File: config.mk
export PLATFORM = sky130hd
export DESIGN_NAME = wts_channel_mixer_5ch
export DESIGN_NICKNAME = d
export VERILOG_FILES = /design/src/rtl/wts_channel_mixer_5ch.sv
export SDC_FILE = /design/constraint.sdc
export NUM_CORES = 1
export LEC_CHECK = 0
export ABC_CLOCK_PERIOD_IN_PS = 5100
export CAP_MARGIN = 10
export CORE_ASPECT_RATIO = 1.1
export CORE_MARGIN = 1.5
export CORE_UTILIZATION = 44
export CTS_CLUSTER_DIAMETER = 50
export CTS_CLUSTER_SIZE = 24
export DETAILED_ROUTE_END_ITERATION = 16
export GPL_ROUTABILITY_DRIVEN = 0
export HOLD_SLACK_MARGIN = 0.08
export PLACE_DENSITY = 0.74
export SLEW_MARGIN = 20
export SYNTH_ARGS = -nofsm -noshare
export SYNTH_HDL_FRONTEND = slang
export SYNTH_SLANG_ARGS = --single-unit
export TNS_END_PERCENT = 1
File: constraint.sdc
create_clock -name clk -period 5.1 [get_ports clk]
set_input_delay 1.02 -clock clk [delete_from_list [all_inputs] [get_ports clk]]
set_output_delay 1.02 -clock clk [all_outputs]
set_load 0.01 [all_outputs]
File: src/rtl/wts_channel_mixer_5ch.sv
// Five-channel wave mixer: scales each slot's wave sample by its channel volume,
// sums one slot frame and emits a saturated, shifted mix sample per frame.
// Optional offset-binary output: define WTS_MIXER_UNSIGNED_OUT_EN.
module wts_channel_mixer_5ch #(
  parameter int OUT_BITS = 11,
  parameter int SHIFT    = 3
) (
  input  logic                clk,
  input  logic                reset,
  input  logic [2:0]          active,
  input  logic [7:0]          wave_data,
  input  logic                wave_data_valid,
  input  logic [3:0]          reg_volume_a,
  input  logic [3:0]          reg_volume_b,
  input  logic [3:0]          reg_volume_c,
  input  logic [3:0]          reg_volume_d,
  input  logic [3:0]          reg_volume_e,
  input  logic [4:0]          reg_enable,
  output logic [OUT_BITS-1:0] mix_out,
  output logic                mix_valid
);

  localparam logic [2:0] IDLE_SLOT = 3'd5;
  localparam int         SAT_MAX   = (1 << (OUT_BITS - 1)) - 1;
  localparam int         SAT_MIN   = -(1 << (OUT_BITS - 1));

  localparam logic [OUT_BITS-1:0] POS_LIMIT = {1'b0, {(OUT_BITS-1){1'b1}}};
  localparam logic [OUT_BITS-1:0] NEG_LIMIT = {1'b1, {(OUT_BITS-1){1'b0}}};
  localparam logic [OUT_BITS-1:0] MIDSCALE  = {1'b1, {(OUT_BITS-1){1'b0}}};

`ifdef WTS_MIXER_UNSIGNED_OUT_EN
  localparam logic [OUT_BITS-1:0] MIX_OFFSET = MIDSCALE;
`else
  localparam logic [OUT_BITS-1:0] MIX_OFFSET = '0;
`endif

  logic [2:0]         last_active_q;
  logic [4:0]         done_mask;
  logic signed [11:0] p_q;
  logic               p_valid_q;
  logic signed [14:0] acc;

  logic               slot_is_chan;
  logic [4:0]         slot_sel;
  logic [3:0]         vol_sel;
  logic               capture;
  logic               frame_close;
  logic signed [11:0] wave_ext;
  logic signed [11:0] vol_ext;
  logic signed [11:0] product;
  logic signed [14:0] p_ext;
  logic signed [14:0] frame_sum;
  logic signed [31:0] shifted;
  logic [OUT_BITS-1:0] sat_val;
  logic [OUT_BITS-1:0] mix_next;

  assign slot_is_chan = (active < IDLE_SLOT);
  assign slot_sel     = slot_is_chan ? 5'(5'b00001 << active) : 5'b00000;
  // A slot captures only once per frame; disabled slots never mark themselves done.
  assign capture      = wave_data_valid && |(slot_sel & reg_enable & ~done_mask);
  assign frame_close  = !slot_is_chan && (last_active_q < IDLE_SLOT);

  // NOTE: every always_comb output gets a default first so no latch is inferred.
  always_comb begin
    vol_sel = 4'd0;
    case (active)
      3'd0:    vol_sel = reg_volume_a;
      3'd1:    vol_sel = reg_volume_b;
      3'd2:    vol_sel = reg_volume_c;
      3'd3:    vol_sel = reg_volume_d;
      3'd4:    vol_sel = reg_volume_e;
      default: vol_sel = 4'd0;
    endcase
  end

  // Volume is unsigned, so it is zero-extended before the signed multiply.
  assign wave_ext = {{4{wave_data[7]}}, wave_data};
  assign vol_ext  = {8'd0, vol_sel};
  assign product  = wave_ext * vol_ext;

  assign p_ext     = {{3{p_q[11]}}, p_q};
  assign frame_sum = acc + (p_valid_q ? p_ext : 15'sd0);
  assign shifted   = $signed({{17{frame_sum[14]}}, frame_sum}) >>> SHIFT;

  always_comb begin
    sat_val = shifted[OUT_BITS-1:0];
    if (shifted > SAT_MAX)      sat_val = POS_LIMIT;
    else if (shifted < SAT_MIN) sat_val = NEG_LIMIT;
  end

  assign mix_next = sat_val + MIX_OFFSET;

  // NOTE: sequential state uses non-blocking assignments so every register
  // samples the pre-edge values of the others.
  always_ff @(posedge clk) begin
    if (reset) begin
      last_active_q <= IDLE_SLOT;
      done_mask     <= 5'd0;
      p_q           <= 12'sd0;
      p_valid_q     <= 1'b0;
      acc           <= 15'sd0;
      mix_out       <= MIX_OFFSET;
      mix_valid     <= 1'b0;
    end else begin
      last_active_q <= active;
      p_valid_q     <= capture;
      mix_valid     <= 1'b0;
      if (capture) begin
        p_q       <= product;
        done_mask <= done_mask | slot_sel;
      end
      // Close folds in any pending product, so it never leaks into the next frame.
      if (frame_close) begin
        acc       <= 15'sd0;
        done_mask <= 5'd0;
        mix_out   <= mix_next;
        mix_valid <= 1'b1;
      end else if (p_valid_q) begin
        acc <= acc + p_ext;
      end
    end
  end

endmodule

# [After elaboration in Yosys (flattened, before gate mapping)]
# Index checks and enable logic that the tools add are counted.
[word_totals] register_bits=48 output_inout_bits=12 elab_cells=35
[op_classes] addsub=2 multipliers=1 muxes=6 magnitude_cmp=4 n_shift=1 reduce_logical=6 bitwise=4 n_eq_ne=4
[ops] cell="$mux 11" n=2
[ops] cell="$pmux 4 s5" n=1
[ops] cell="$add 15x12->15" n=1
[ops] cell="$add 15x15->15" n=1
[ops] cell="$mux 15" n=1
[ops] cell="$gt 12x11->1 const B" n=1
[ops] cell="$lt 12x11->1 const B" n=1
[ops] cell="$mul 8x5->12" n=1
[ops] cell="$and 5x5->5" n=2
[ops] cell="$eq 3x2->1 const B" n=2
[ops] cell="$lt 3x3->1 const B" n=2
[ops] cell="$mux 5" n=1
[ops] cell="$not 5->5" n=1
[ops] cell="$or 5x5->5" n=1
[ops] cell="$reduce_or 5->1" n=1
[ops] cell="$shl 1x3->5 const A" n=1
[ops] cell="$eq 3x1->1 const B" n=1
[ops] cell="$eq 3x3->1 const B" n=1
[ops] cell="$logic_not 3->1" n=1
[ops] cell="$logic_and 1x1->1" n=2
[ops] cell="$reduce_or 2->1" n=1
[ops] cell="$logic_not 1->1" n=1
[ops] cell="$mux 1" n=1

# [Depth between registers and ports, before layout]
[depth] word_depth=6 ltp_mapped=20

# [Worst setup path before layout]
# No wires, ideal clock.
[synth_path] kind="input port to flip-flop" start="input port active[1]" end="register p_q[8]" stages=20 setup_slack_ns=0.158 setup_ns=0.132 arrival_time_ns=4.810 path_buffers=2 path_cell_list="buf_2 > buf_2 > mux2i_1 > nor2_1 > a21oi_1 > o22ai_1 > and2_1 > ha_1 > inv_1 > fa_1 > fa_1 > inv_1 > ha_1 > nor2b_1 > o21ai_0 > a21boi_0 > o21a_1 > or3_1 > nand3_1 > a21oi_1"
[synth_via] elab_chain_len=6
[synth_lines] item="start: declaration" line="10" rtl="input logic [2:0] active,"
[synth_lines] item="parallel branches: the longest is 6 deep, another holds $mul 8x5->12"
[synth_lines] item="end signal: assignment" line="109" rtl="p_q <= product;"
[synth_lines] item="end: declaration" line="39" rtl="logic signed [11:0] p_q;"
# Several ways; the timed one is not identified.
# A chain may end at the register's enable or synchronous reset.

# [Worst setup path in the final report]
[layout_path] start="input port active[1]" end="register p_q[10]"
# Same word-level chain as after synthesis.

==> results.md <==
Outcome:
- The flow ran to the end, and the final reports show no timing, DRC or antenna violations.

Yosys:
- The Yosys step of the flow raised 0 warnings.
- The post-synthesis sequential area ratio is 0.220.
- The count of state elements after synthesis is 48.
- In this run, synthesis inferred 0 flip-flops with an integrated enable.
- The mean area per synthesized cell is just over 8 sq um.
- For this run, asynchronously set or reset flops after synthesis account for 0.
- The most used flip-flop cell after synthesis is dfxtp_1.
- The number of instances in the synthesized netlist is 527.
- In this run, distinct cell masters in the synthesized netlist total 61.
- The mapped netlist covers 4360 sq um.
- The net count after synthesis is about 630.

Drt:
- The total number of vias is 3,933.
- The total iterations of the first detailed-routing run is 5.
- In the routed layout, each cell is associated on average with a via count of about 5.5.
- After detailed routing, the number of remaining DRC violations is 0.
- The number of nets still failing antenna checks after routing is 0.
- The routed design has 9.72 mm of wire.
- The count of routing violations after the opening detailed-route iteration is about 110.
- The wire length per cell is roughly 14 um.

Final layout:
- In the final layout, the share of cells above drive strength 1 is 0.0905.
- After the last flow step, the layout net total stands at 700.
- In the layout the commonest cells are ha_1 (48), dfxtp_1 (48), clkdlybuf4s50_1 (48).
- The signed area change from the synthesized netlist to the final layout is 21.2%.
- The number of antenna cells inserted is 0.
- Once layout is complete, the cells apart from fillers number 714.

CTS:
- The number of buffers added by the clock tree synthesis step is 5.
- After clock tree synthesis, the clock-pin slew on the worst setup and hold paths is 0.10 ns.
- Buffers inserted to repair hold after CTS numbered 0.
- TritonCTS built the clock tree.
- The number of clock sinks seen by CTS is 48.
- The H-tree depth reported by CTS is 2.
- The clock passes through at most 2 buffers.
- The tree is rooted in a clkbuf_8.
- At the later pin of the worst-skew pair, clock insertion delay measures 0.31 ns.

Worst setup path:
- The worst setup path is captured at a flop.
- The critical path start-end classification is primary input to flop.
- The startpoint type of the worst setup path is a primary input.
- The required time reported for the critical path endpoint is 5.31 ns.
- The number of cell instances on the worst register-to-register path is 9.
- The critical path arrival is 5.07 ns.
- The biggest fanout along the worst timing path is 5.

Floorplan:
- The initialized floorplan defines 37 standard-cell rows.
- The die height is 107 um.
- The core region is 9490 sq um.
- 51 I/O pins were placed.
- From left edge to right edge, the die measures 97.9 um.
- The die covers roughly 11,000 sq um.
- For this configuration, the core starts out at a cell density of 0.459.

STA:
- Setup violations remaining at the end of the flow were counted as 0.
- Static timing analysis puts the maximum clock frequency at 206 MHz.
- The minimum clock period is 4.86 ns.
- For the pin with the worst max-slew slack, the measured transition is 0.900 ns.
- The hold violation total from the final report is 0.
- The final number of max-transition violations came to 0.
- The setup skew after layout is 0.0125 ns.
- The worst-case headroom to the max-slew limit is 0.399.
- The final clock period utilization by the worst path is 0.952.
- Across all hold checks on the routed design, the worst slack comes to 0.477 ns.

GRT:
- The via count of the first global-routing pass is 3,982.
- The number of antenna violations at the first check in global routing is 0.
- Across every metal layer, demand over resource in global routing totals 0.190.
- Entering global routing, the biggest net connects 26 pins.
- For this run the aggregate overflow at the end of global routing stands at 0.
- The first-pass GRT wire length is 16.9 mm.

Power:
- Dividing total power by cell area gives a power density of 189 nW/um^2.
- The leakage power of the design is roughly 2.5 nW.
- IR analysis of the VDD net gives a maximum drop of 0.0975 mV.

Placement:
- The post-DP HPWL is 7.94 mm.
- Port buffering added 50 buffers.
- The cell count after placement is 705.

Job:
- The max-cap violation count is 0.

Hold path:
- The path class of the tightest hold or removal check is flop to flop.
- The number of cells traversed by the worst hold path is 2.
report_power, final:
| part | leakage, nW | total (mW) | internal, mW | switching (mW) |
|---|---|---|---|---|
| Combinational | 2.01 | 0.312 | 0.156 | 0.156 |
| Clock | 0.0548 | 0.286 | 0.148 | 0.138 |
| Sequential | 0.390 | 0.404 | 0.390 | 0.0137 |
| Total | 2.46 | 1.00 | 0.693 | 0.307 |
synth_stat cells, types with 5 or more instances:
cell | instances | share of area
o31ai_1 | 5 | 0.0086
nor2b_1 | 8 | 0.011
fa_1 | 17 | 0.078
mux2i_1 | 18 | 0.041
ha_1 | 48 | 0.14
o21ai_0 | 24 | 0.028
clkbuf_1 | 9 | 0.0077
a31oi_1 | 7 | 0.010
and2_1 | 37 | 0.053
xnor2_1 | 13 | 0.026
nor2_1 | 43 | 0.037
nand2_1 | 36 | 0.031
a21oi_1 | 44 | 0.051
nand3_1 | 11 | 0.013
nand2b_1 | 7 | 0.010
nor3_1 | 9 | 0.010
a21o_1 | 11 | 0.019
xor2_1 | 11 | 0.022
dfxtp_1 | 48 | 0.22
inv_1 | 44 | 0.038
routing by layer:
| metal | vias to the layer above | routed length, um | GRT usage |
|---|---|---|---|
| met3 | 19 | 385 | 0.0240 |
| met2 | 94 | 4940 | 0.367 |
| met1 | 1844 | 4240 | 0.219 |
| met5 | - | 0 | 0 |
| met4 | 0 | 153 | 0.0510 |
| li1 | 1976 | - | - |
state kept, by name, summed over array words and instances (netlist names):
signal         count
acc               15
mix_valid          1
done_mask          5
last_active_q      3
mix_out           11
p_q               12
p_valid_q          1
critical path, cell delays in order:
cell	delay, ns
dlygate4sd2_1	0.32
mux2i_1	0.22
nor2_1	0.05
a21oi_1	0.17
o22ai_2	0.16
buf_4	0.17
and2_1	0.16
ha_1	0.32
fa_1	0.54
inv_1	0.05
fa_1	0.53
inv_1	0.04
ha_1	0.33
a21boi_1	0.25
o21a_1	0.17
o211ai_1	0.10
a211o_1	0.27
a31oi_1	0.18
path summary, 6_finish.rpt:
check                                  start      endpoint  slack, ns
worst max register to register     p_valid_q    mix_out[8]       1.86
worst min-delay path            done_mask[0]  done_mask[0]       0.48
worst min register to register  done_mask[0]  done_mask[0]       0.48
worst max-delay path               active[1]       p_q[10]       0.24
layout make-up:
cell class | count | area, sq um
repair buffers | 77 | 708
clock buffers | 5 | 68.8
well taps | 117 | 146
inverters | 45 | 169
flip-flops and latches | 48 | 961
clock inverters | 3 | 46.3
multi-input cells | 419 | 3180
fillers | 876 | 4210
cell families after synthesis:
logic type      after synthesis  synth area share
flops                        48             0.220
compound gates              125             0.185
xor+xnor                     24            0.0482
mux                          20            0.0471
buf+inv                      60            0.0537
fa+ha+maj                    68             0.223
simple gates                182             0.222
what timing repair did:
action                                  CTS  global route
buffers inserted                          1             0
endpoints found under the setup margin    2             5
pin swaps                                 1             1
resized for setup                         3             6
stage by stage:
step / area, sq um / utilization / power [mW] / setup WS [ns] / TNS, ns
floorplan: 4360 / - / 0.604 / 0.158 / 0
CTS: 5260 / 0.554 / 1.00 / 0.00482 / 0
global route: 5280 / 0.556 / 1.06 / -0.0271 / -0.0271
finish: 5280 / 0.556 / 1.00 / 0.243 / 0
detailed placement: 5140 / 0.541 / 0.721 / -0.441 / -1.35
global placement: 5140 / 0.541 / 0.710 / -0.148 / -0.353
Note: power is estimated with default switching activity, not from simulation.
